**config.mk**
```make
export PLATFORM = sky130hd
export DESIGN_NAME = ecall_tx_buffer
export DESIGN_NICKNAME = d
export VERILOG_FILES = /design/src/rtl/ecall_tx_buffer.sv
export SDC_FILE = /design/constraint.sdc
export NUM_CORES = 1
export LEC_CHECK = 0
export ABC_AREA = 1
export CELL_PAD_IN_SITES_DETAIL_PLACEMENT = 0
export CELL_PAD_IN_SITES_GLOBAL_PLACEMENT = 1
export CORE_MARGIN = 5
export CORE_UTILIZATION = 50
export CTS_CLUSTER_SIZE = 12
export DETAILED_ROUTE_END_ITERATION = 12
export PLACE_DENSITY = 0.82
export SLEW_MARGIN = 20
export SYNTH_ARGS = -nofsm -noshare
export SYNTH_HDL_FRONTEND = slang
export SYNTH_SLANG_ARGS = --single-unit
export TNS_END_PERCENT = 30
```
**constraint.sdc**
```tcl
create_clock -name avm_clk -period 3.2 [get_ports avm_clk]
set_input_delay 0.32 -clock avm_clk [delete_from_list [all_inputs] [get_ports avm_clk]]
set_output_delay 0.32 -clock avm_clk [all_outputs]
set_load 0.05 [all_outputs]
```
**src/rtl/ecall_tx_buffer.sv**
```systemverilog
// ecall result buffer: FIFO of 32-bit CPU words serialized MSB-first into a byte stream.
// Optional ECALL_ASCII_HEX_EN: each word goes out as 8 lowercase hex characters plus 0x0A.
module ecall_tx_buffer #(
    parameter int DEPTH = 16
) (
    input  logic                     avm_clk,
    input  logic                     avm_rst,
    input  logic                     i_ecall_ready,
    input  logic [31:0]              i_ecall_data,
    output logic                     o_byte_valid,
    output logic [7:0]               o_byte_data,
    input  logic                     i_byte_ready,
    output logic [$clog2(DEPTH):0]   o_count,
    output logic                     o_overflow,
    input  logic                     i_clear_overflow,
    output logic                     o_idle
);

    localparam int AW = $clog2(DEPTH);
    localparam int CW = AW + 1;

`ifdef ECALL_ASCII_HEX_EN
    localparam logic [3:0] LAST_IDX = 4'd8;
`else
    localparam logic [3:0] LAST_IDX = 4'd3;
`endif

    typedef enum logic {S_IDLE, S_SEND} state_t;

    logic [31:0]   mem [DEPTH];
    logic [AW-1:0] wr_ptr;
    logic [AW-1:0] rd_ptr;
    logic [CW-1:0] count;
    state_t        state;
    logic [3:0]    byte_idx;
    // Raw mode: shift register. ASCII mode: held word the nibbles are picked from.
    logic [31:0]   word_q;

    logic          full;
    logic          empty;
    logic          push;
    logic          drop;
    logic          handshake;
    logic          last_hs;
    logic          pop;
    logic [31:0]   head;
    logic [7:0]    load_byte;
    logic [7:0]    next_byte;
    logic [31:0]   next_word;

    assign full      = (count == CW'(DEPTH));
    assign empty     = (count == '0);
    assign push      = i_ecall_ready && !full;
    assign drop      = i_ecall_ready && full;
    assign handshake = o_byte_valid && i_byte_ready;
    assign last_hs   = handshake && (byte_idx == LAST_IDX);
    assign pop       = !empty && ((state == S_IDLE) || last_hs);
    assign head      = mem[rd_ptr];

    assign o_count = count;
    assign o_idle  = empty && (state == S_IDLE);

`ifdef ECALL_ASCII_HEX_EN
    function automatic logic [7:0] hex_char(input logic [3:0] n);
        return (n < 4'd10) ? (8'h30 + {4'h0, n}) : (8'h57 + {4'h0, n});
    endfunction

    function automatic logic [3:0] nib_at(input logic [31:0] w, input logic [3:0] idx);
        logic [3:0] n;
        case (idx)
            4'd0:    n = w[31:28];
            4'd1:    n = w[27:24];
            4'd2:    n = w[23:20];
            4'd3:    n = w[19:16];
            4'd4:    n = w[15:12];
            4'd5:    n = w[11:8];
            4'd6:    n = w[7:4];
            default: n = w[3:0];
        endcase
        return n;
    endfunction

    always_comb begin
        load_byte = hex_char(head[31:28]);
        next_byte = (byte_idx == LAST_IDX - 4'd1) ? 8'h0A
                                                  : hex_char(nib_at(word_q, byte_idx + 4'd1));
        next_word = word_q;
    end
`else
    always_comb begin
        load_byte = head[31:24];
        next_byte = word_q[23:16];
        next_word = {word_q[23:0], 8'h00};
    end
`endif

    always_ff @(posedge avm_clk) begin
        if (push) begin
            mem[wr_ptr] <= i_ecall_data;
        end
    end

    always_ff @(posedge avm_clk) begin
        if (avm_rst) begin
            wr_ptr <= '0;
            rd_ptr <= '0;
            count  <= '0;
        end else begin
            if (push) begin
                wr_ptr <= wr_ptr + 1'b1;
            end
            if (pop) begin
                rd_ptr <= rd_ptr + 1'b1;
            end
            count <= count + CW'(push) - CW'(pop);
        end
    end

    // Set wins over clear when both happen in the same cycle.
    always_ff @(posedge avm_clk) begin
        if (avm_rst) begin
            o_overflow <= 1'b0;
        end else if (drop) begin
            o_overflow <= 1'b1;
        end else if (i_clear_overflow) begin
            o_overflow <= 1'b0;
        end
    end

    always_ff @(posedge avm_clk) begin
        if (avm_rst) begin
            state        <= S_IDLE;
            o_byte_valid <= 1'b0;
            o_byte_data  <= '0;
            byte_idx     <= '0;
            word_q       <= '0;
        end else begin
            case (state)
                S_IDLE: begin
                    if (pop) begin
                        state        <= S_SEND;
                        o_byte_valid <= 1'b1;
                        o_byte_data  <= load_byte;
                        byte_idx     <= '0;
                        word_q       <= head;
                    end
                end
                S_SEND: begin
                    if (handshake) begin
                        if (last_hs) begin
                            if (pop) begin
                                o_byte_data <= load_byte;
                                byte_idx    <= '0;
                                word_q      <= head;
                            end else begin
                                state        <= S_IDLE;
                                o_byte_valid <= 1'b0;
                                byte_idx     <= '0;
                            end
                        end else begin
                            o_byte_data <= next_byte;
                            byte_idx    <= byte_idx + 4'd1;
                            word_q      <= next_word;
                        end
                    end
                end
                default: begin
                    state        <= S_IDLE;
                    o_byte_valid <= 1'b0;
                end
            endcase
        end
    end

endmodule

```
==> results of run 1 <==
[synthesized netlist by cell type]
cell | instances | area (um^2)
nand2_1 | 655 | 2459
edfxtp_1 | 512 | 15370
nand3_1 | 294 | 1471
inv_1 | 229 | 859.6
nor2_1 | 187 | 701.9
o21ai_0 | 82 | 410.4
dfxtp_1 | 56 | 1121
clkbuf_1 | 52 | 195.2
a21oi_1 | 39 | 195.2
buf_2 | 38 | 190.2
o211ai_1 | 32 | 240.2
o21ai_1 | 19 | 95.09
buf_4 | 15 | 112.6
buf_1 | 11 | 41.29
ha_1 | 11 | 137.6
buf_6 | 6 | 67.56
inv_2 | 5 | 18.77
nor3_1 | 4 | 20.02
and3_1 | 2 | 12.51
nand2_2 | 2 | 12.51
nand4_1 | 2 | 12.51
nor3b_1 | 2 | 15.01
xor2_1 | 2 | 17.52
a31oi_1 | 1 | 6.260
buf_8 | 1 | 15.01
clkinv_1 | 1 | 3.750
fa_1 | 1 | 20.02
o21a_1 | 1 | 7.510
o21ai_2 | 1 | 8.760
or2_2 | 1 | 6.260
xnor2_1 | 1 | 8.760
[kinds of logic (layout without fill, tap and decap cells)]
kind of cell | Yosys count | in the layout | share of synthesized area (%)
AOI/OAI and AO/OA | 175 | 175 | 4.038
xor gates and xnor gates | 3 | 3 | 0.1102
adders and majority gates | 12 | 12 | 0.6608
buffers and inverters | 358 | 441 | 6.304
DFF | 568 | 568 | 69.14
and+or+nand+nor | 1149 | 1149 | 19.75
[worst paths after layout]
| kind | start | to | slack, ps | cells past startpoint |
|---|---|---|---|---|
| max reg2reg | o_count[2] | o_count[4] | 530 | 17 |
| min | i_ecall_ready | o_overflow | 300 | 3 |
| max | o_count[2] | o_idle | 290 | 7 |
| min reg2reg | o_overflow | o_overflow | 480 | 2 |
[state kept, by name, indices dropped and copies added (netlist names), named ones only]
register / flops
wr_ptr: 4
mem: 512
o_count: 5
o_byte_valid: 1
rd_ptr: 4
word_q: 24
o_byte_data: 8
state: 1
o_overflow: 1
byte_idx: 4
[area by class of cell]
| cell class | count | area (um^2) |
|---|---|---|
| fillers | 3963 | 20530 |
| clock inverters | 20 | 127.6 |
| well taps | 615 | 769.5 |
| inverters | 235 | 887.1 |
| clock buffers | 87 | 1653 |
| repair buffers | 99 | 998.5 |
| multi-input cells | 1339 | 5978 |
| flip-flops and latches | 568 | 16510 |
[metrics by stage]
step	power (mW)	cell area, um^2	util, %	TNS [ps]
after global routing	22.29	26920	56.74	0
after floorplan	13.20	23860	-	-13060
after CTS	21.28	26920	56.74	0
final	21.14	26920	56.74	0
after detailed placement	14.96	25140	52.99	0
after global placement	14.86	25140	52.99	0
[metal layers]
metal	vias to the layer above	part of all wire (%)	track usage (%)
li1	7631	-	-
met1	7711	43	30.35
met2	500	48	38.08
met3	108	6.1	3.764
met4	2	3.1	6.731
met5	-	0.017	0
[worst register-to-register path, stage by stage, from the launching register on]
cell	delay, ps
dfxtp_1	370
inv_1	90
ha_1	220
nand3_1	90
nor2_1	80
inv_2	130
nand2_2	110
nor2_1	170
inv_1	80
nand2_1	60
ha_1	150
inv_1	60
fa_1	430
inv_1	70
a21oi_1	50
o21ai_0	210
o21ai_0	110
a21oi_1	120
[power by group through the flow]
stage | Clock, mW | Combinational (mW) | Sequential [mW]
after global routing | 6.74 | 6.64 | 8.91
after global placement | 0 | 5.85 | 9.01
after detailed placement | 0 | 5.93 | 9.02
final | 6.33 | 5.94 | 8.87
after CTS | 6.44 | 5.97 | 8.87
after floorplan | 0 | 4.08 | 9.12
==> impl_metrics.py, run 1 <==
metrics = {
    "run_status": {
        "status": "finished clean",
    },
    "worst_setup_path": {
        "critPathKind": "reg2out",
        "critPathMaxFanout": 6,
        "path_buf_inv": 3,
        "critPathLaunchType": "flip-flop",
        "cp_data_arrival_time_ps": 2590,
        "required_ps": 2880,
        "critPathMaxStageDelay_ps": 810,
        "path_cells": "inv_1 > ha_1 > nand3_1 > nor2_1 > inv_2 > nor2_1 > clkdlybuf4s50_1",
        "crit_family": "buffers and inverters",
        "crit_slowest_cell": "clkdlybuf4s50_1",
        "end_kind": "output port",
        "crit_top_cell": "nor2_1",
    },
    "finish": {
        "drive_above_1_share_pct": 6.559,
        "nNetsFinal": 2350,
        "area_delta_synth_final_pct": 12.83,
        "finalNonFillerCells": 2963,
        "final_cell_mix": "nand2_1, edfxtp_1, nand3_1",
        "layout_commonest_cell": "nand2_1",
        "diodes": 0,
    },
    "sta": {
        "timing.hold.ws_ps": 304.5,
        "slew_viol_final": 0,
        "setup_ws_ps": 294.0,
        "period_needed_ps": 2906,
        "rsz0062_at_grt": "false",
        "hold_violations": 0,
        "max_freq_mhz": 344.1,
        "fin_crit_sh_pct": 90.81,
        "setup_viol": 0,
        "skew_ps": 31.03,
        "relSlewSlack_pct": 43.43,
        "worst_pin_slew_ps": 848.5,
    },
    "drt": {
        "first_pass_iters": 6,
        "num_vias": 15950,
        "viasPerCell": 5.384,
        "route.detailed.drc": 0,
        "ant_nets": 0,
        "drtIter0Drc": 1609,
        "wire_per_inst_um": 20.13,
        "wl_mm": 59.64,
    },
    "synth": {
        "syn-num-nets": 2314,
        "ys_ff_latch": 568,
        "syn_area_um2": 23860,
        "syn_inst": 2265,
        "synth_warnings": 0,
        "syn_area_per_cell_um2": 10.53,
        "yosysSeqAreaShare_pct": 69.14,
        "synthDistinctLibCells": 31,
    },
    "cts": {
        "clkTransAtPathRegs_ps": 60,
        "cts_buffers": 58,
        "cts_buffer_depth": 3,
        "cts_resized": 0,
        "htreeDepth": 2,
        "clock_latency_ps": 630,
        "cts.sinks": 568,
        "cts_tree": "done",
        "postCtsSetupBuffers": 0,
        "hold_buffers": 0,
        "root_buffer": "clkbuf_16",
    },
    "place": {
        "dp_hpwl_mm": 31.74,
        "port_buffers": 52,
        "post-place-ws_ps": 356.2,
        "place_inst": 2856,
        "place_congestion": 0.8086,
    },
    "power": {
        "p_clk_share_pct": 29.9,
        "switching_share_pct": 34.36,
        "power_frac_seq_pct": 42.0,
        "irDropWorstVdd_mv": 0.5882,
        "internal-power_mw": 13.88,
        "p_comb_share_pct": 28.1,
        "p_per_area_nw_per_um2": 785.3,
        "leakagePower_nw": 10.53,
        "p_switching_mw": 7.264,
    },
    "floorplan": {
        "die_w_um": 228.4,
        "rows": 80,
        "dieArea_um2": 52180,
        "initial_core_util_pct": 50.28,
        "die_y_um": 228.4,
        "coreArea_um2": 47450,
        "io_pins": 53,
    },
    "global_route": {
        "antenna_found_initial": 1,
        "grt_pass1_vias": 15470,
        "grt_use_total_pct": 22.53,
        "grt_pass1_wl_mm": 91.86,
        "grt_max_degree": 164,
        "grt_overflow": 0,
    },
    "worst_hold_path": {
        "hold_path_class": "in2reg",
    },
    "flow_run": {
        "cap_violations": 0,
    },
}
Note: power is estimated with default switching activity, not from simulation.
==> run 2, diff against run 1 <==
--- a/config.mk
+++ b/config.mk
@@ -8,11 +8,10 @@
 export ABC_AREA = 1
 export CELL_PAD_IN_SITES_DETAIL_PLACEMENT = 0
 export CELL_PAD_IN_SITES_GLOBAL_PLACEMENT = 1
-export CORE_MARGIN = 5
-export CORE_UTILIZATION = 50
+export CORE_UTILIZATION = 30
 export CTS_CLUSTER_SIZE = 12
 export DETAILED_ROUTE_END_ITERATION = 12
-export PLACE_DENSITY = 0.82
+export PLACE_DENSITY = 0.54
 export SLEW_MARGIN = 20
 export SYNTH_ARGS = -nofsm -noshare
 export SYNTH_HDL_FRONTEND = slang
==> impl_metrics.py, run 2 (synthesis gave the netlist of run 1 again) <==
metrics = {
    "finish": {
        "area_delta_synth_final_pct": 16.85,
        "top_regs": "mem (512), word_q (24), o_byte_data (8)",
        "final_cell_mix": "nand2_1, edfxtp_1, nand3_1",
        "layout_commonest_cell": "nand2_1",
        "regMostFlops": "mem",
        "drive_above_1_share_pct": 7.378,
        "largest_reg_flops": 512,
        "nNetsFinal": 2368,
        "diodes": 0,
    },
    "worst_setup_path": {
        "r2r_start": "o_count[3]",
        "end_kind": "output port",
        "critPathMaxFanout": 6,
        "cp_data_arrival_time_ps": 2570,
        "r2r_cells": 16,
        "reg2reg_setup_slack_ps": 520,
        "reg2reg_to": "o_count[4]",
        "critPathKind": "reg2out",
        "required_ps": 2880,
        "critPathLaunchType": "flip-flop",
        "critPathLaunch": "o_count[3]",
        "endpoint": "o_idle",
    },
    "cts": {
        "htreeDepth": 3,
        "clkTransAtPathRegs_ps": 50,
        "cts_resized": 0,
        "cts_buffers": 68,
        "cts_tree": "done",
        "cts.sinks": 568,
        "postCtsSetupBuffers": 0,
        "root_buffer": "clkbuf_16",
        "hold_buffers": 0,
        "cts_buffer_depth": 3,
        "clock_latency_ps": 610,
    },
    "floorplan": {
        "rows": 103,
        "die_y_um": 284.0,
        "io_pins": 53,
        "die_w_um": 284.0,
        "coreArea_um2": 78870,
        "dieArea_um2": 80660,
        "initial_core_util_pct": 30.25,
    },
    "power": {
        "irDropWorstVdd_mv": 0.4122,
        "finalPower_mw": 22.43,
        "leakagePower_nw": 10.72,
        "p_per_area_nw_per_um2": 804.4,
    },
    "worst_hold_path": {
        "hold_path_class": "in2reg",
        "hp-start": "i_ecall_ready",
        "holdPathStages": 3,
    },
    "sta": {
        "fin_crit_sh_pct": 90.25,
        "rsz0062_at_grt": "false",
        "relSlewSlack_pct": 26.86,
        "max_freq_mhz": 346.3,
        "setup_viol": 0,
        "worst_pin_slew_ps": 1097,
        "slew_viol_final": 0,
        "setup_tns_ps": 0,
        "hold_violations": 0,
        "skew_ps": 20.60,
        "period_needed_ps": 2888,
    },
    "global_route": {
        "met2_usage_pct": 26.19,
        "grt_overflow": 0,
        "met1_usage_pct": 23.40,
        "antenna_found_initial": 0,
        "top_usage_layer": "met2",
        "grt_use_total_pct": 16.79,
        "grt_pass1_wl_mm": 100.9,
        "grt_pass1_vias": 15370,
        "gr-usage-met3_pct": 2.492,
        "grt_max_degree": 127,
    },
    "place": {
        "place_congestion": 0.7965,
        "port_buffers": 52,
        "dp_hpwl_mm": 38.08,
    },
    "run_status": {
        "status": "finished clean",
    },
    "flow_run": {
        "cap_violations": 0,
    },
    "drt": {
        "wire_per_inst_um": 19.74,
        "first_pass_iters": 7,
        "viasPerCell": 4.627,
        "route.detailed.drc": 0,
        "drtIter0Drc": 1100,
        "ant_nets": 0,
        "wl_mm": 67.55,
        "num_vias": 15830,
    },
}
run 2: cell types whose count changed in the layout (fill, tap and decap cells not counted), sizes merged:
cell,previous run,this run
buf,47,55
bufinv,0,2
clkbuf,87,92
clkinv,19,22
inv,236,242
run 2: critical path: stages (launching register included):
cell and delay [ps]:
dfxtp_1 330, inv_1 80, ha_1 170, nand3_1 80, nor2_1 240, inv_2 120
nor2_1 120, clkdlybuf4s50_1 810
run 2: cell type report:
cell class / instances / area [um^2]
Multi-Input combinational cell: 1339 / 5978
Fill cell: 7877 / 50990
Timing Repair Buffer: 107 / 1134
Tap cell: 1050 / 1314
Clock buffer: 92 / 1792
Inverter: 235 / 888.4
Sequential cell: 568 / 16510
Clock inverter: 31 / 266.5
run 2: layer usage:
| layer | share of wire (%) | vias up |
|---|---|---|
| li1 | - | 7667 |
| met1 | 46 | 7660 |
| met2 | 45 | 396 |
| met3 | 5.0 | 110 |
| met4 | 3.3 | 0 |
| met5 | 0 | - |
run 2: worst min-delay path by stage:
stage / slack, ps / endpoint
2_1_floorplan: 420 / mem[0][0]
3_3_place_gp: 460 / o_overflow
3_5_place_dp: 470 / o_overflow
4_1_cts: 290 / o_overflow
5_1_grt: 320 / o_overflow
6_report: 320 / o_overflow
run 2: power by group:
| group | leakage, nW | internal (mW) | total (mW) | switching (mW) |
|---|---|---|---|---|
| registers | 5.09 | 8.55 | 8.87 | 0.316 |
| clock network | 1.01 | 4.14 | 7.24 | 3.10 |
| logic | 4.63 | 1.82 | 6.31 | 4.49 |
run 2: through the flow:
| step | hold slack (ps) | instances | utilization [%] | instance area (um^2) | setup WS [ps] |
|---|---|---|---|---|---|
| final | 322.2 | 3422 | 35.35 | 27880 | 312.0 |
| after global routing | 320.5 | 3422 | 35.35 | 27880 | 112.9 |
| after CTS | 293.2 | 3422 | 35.35 | 27880 | 267.3 |
| after detailed placement | 469.3 | 3299 | 32.74 | 25820 | 381.3 |
| after global placement | 458.4 | 3299 | 32.74 | 25820 | 269.6 |
| after floorplan | 418.9 | 2265 | - | 23860 | -49.47 |
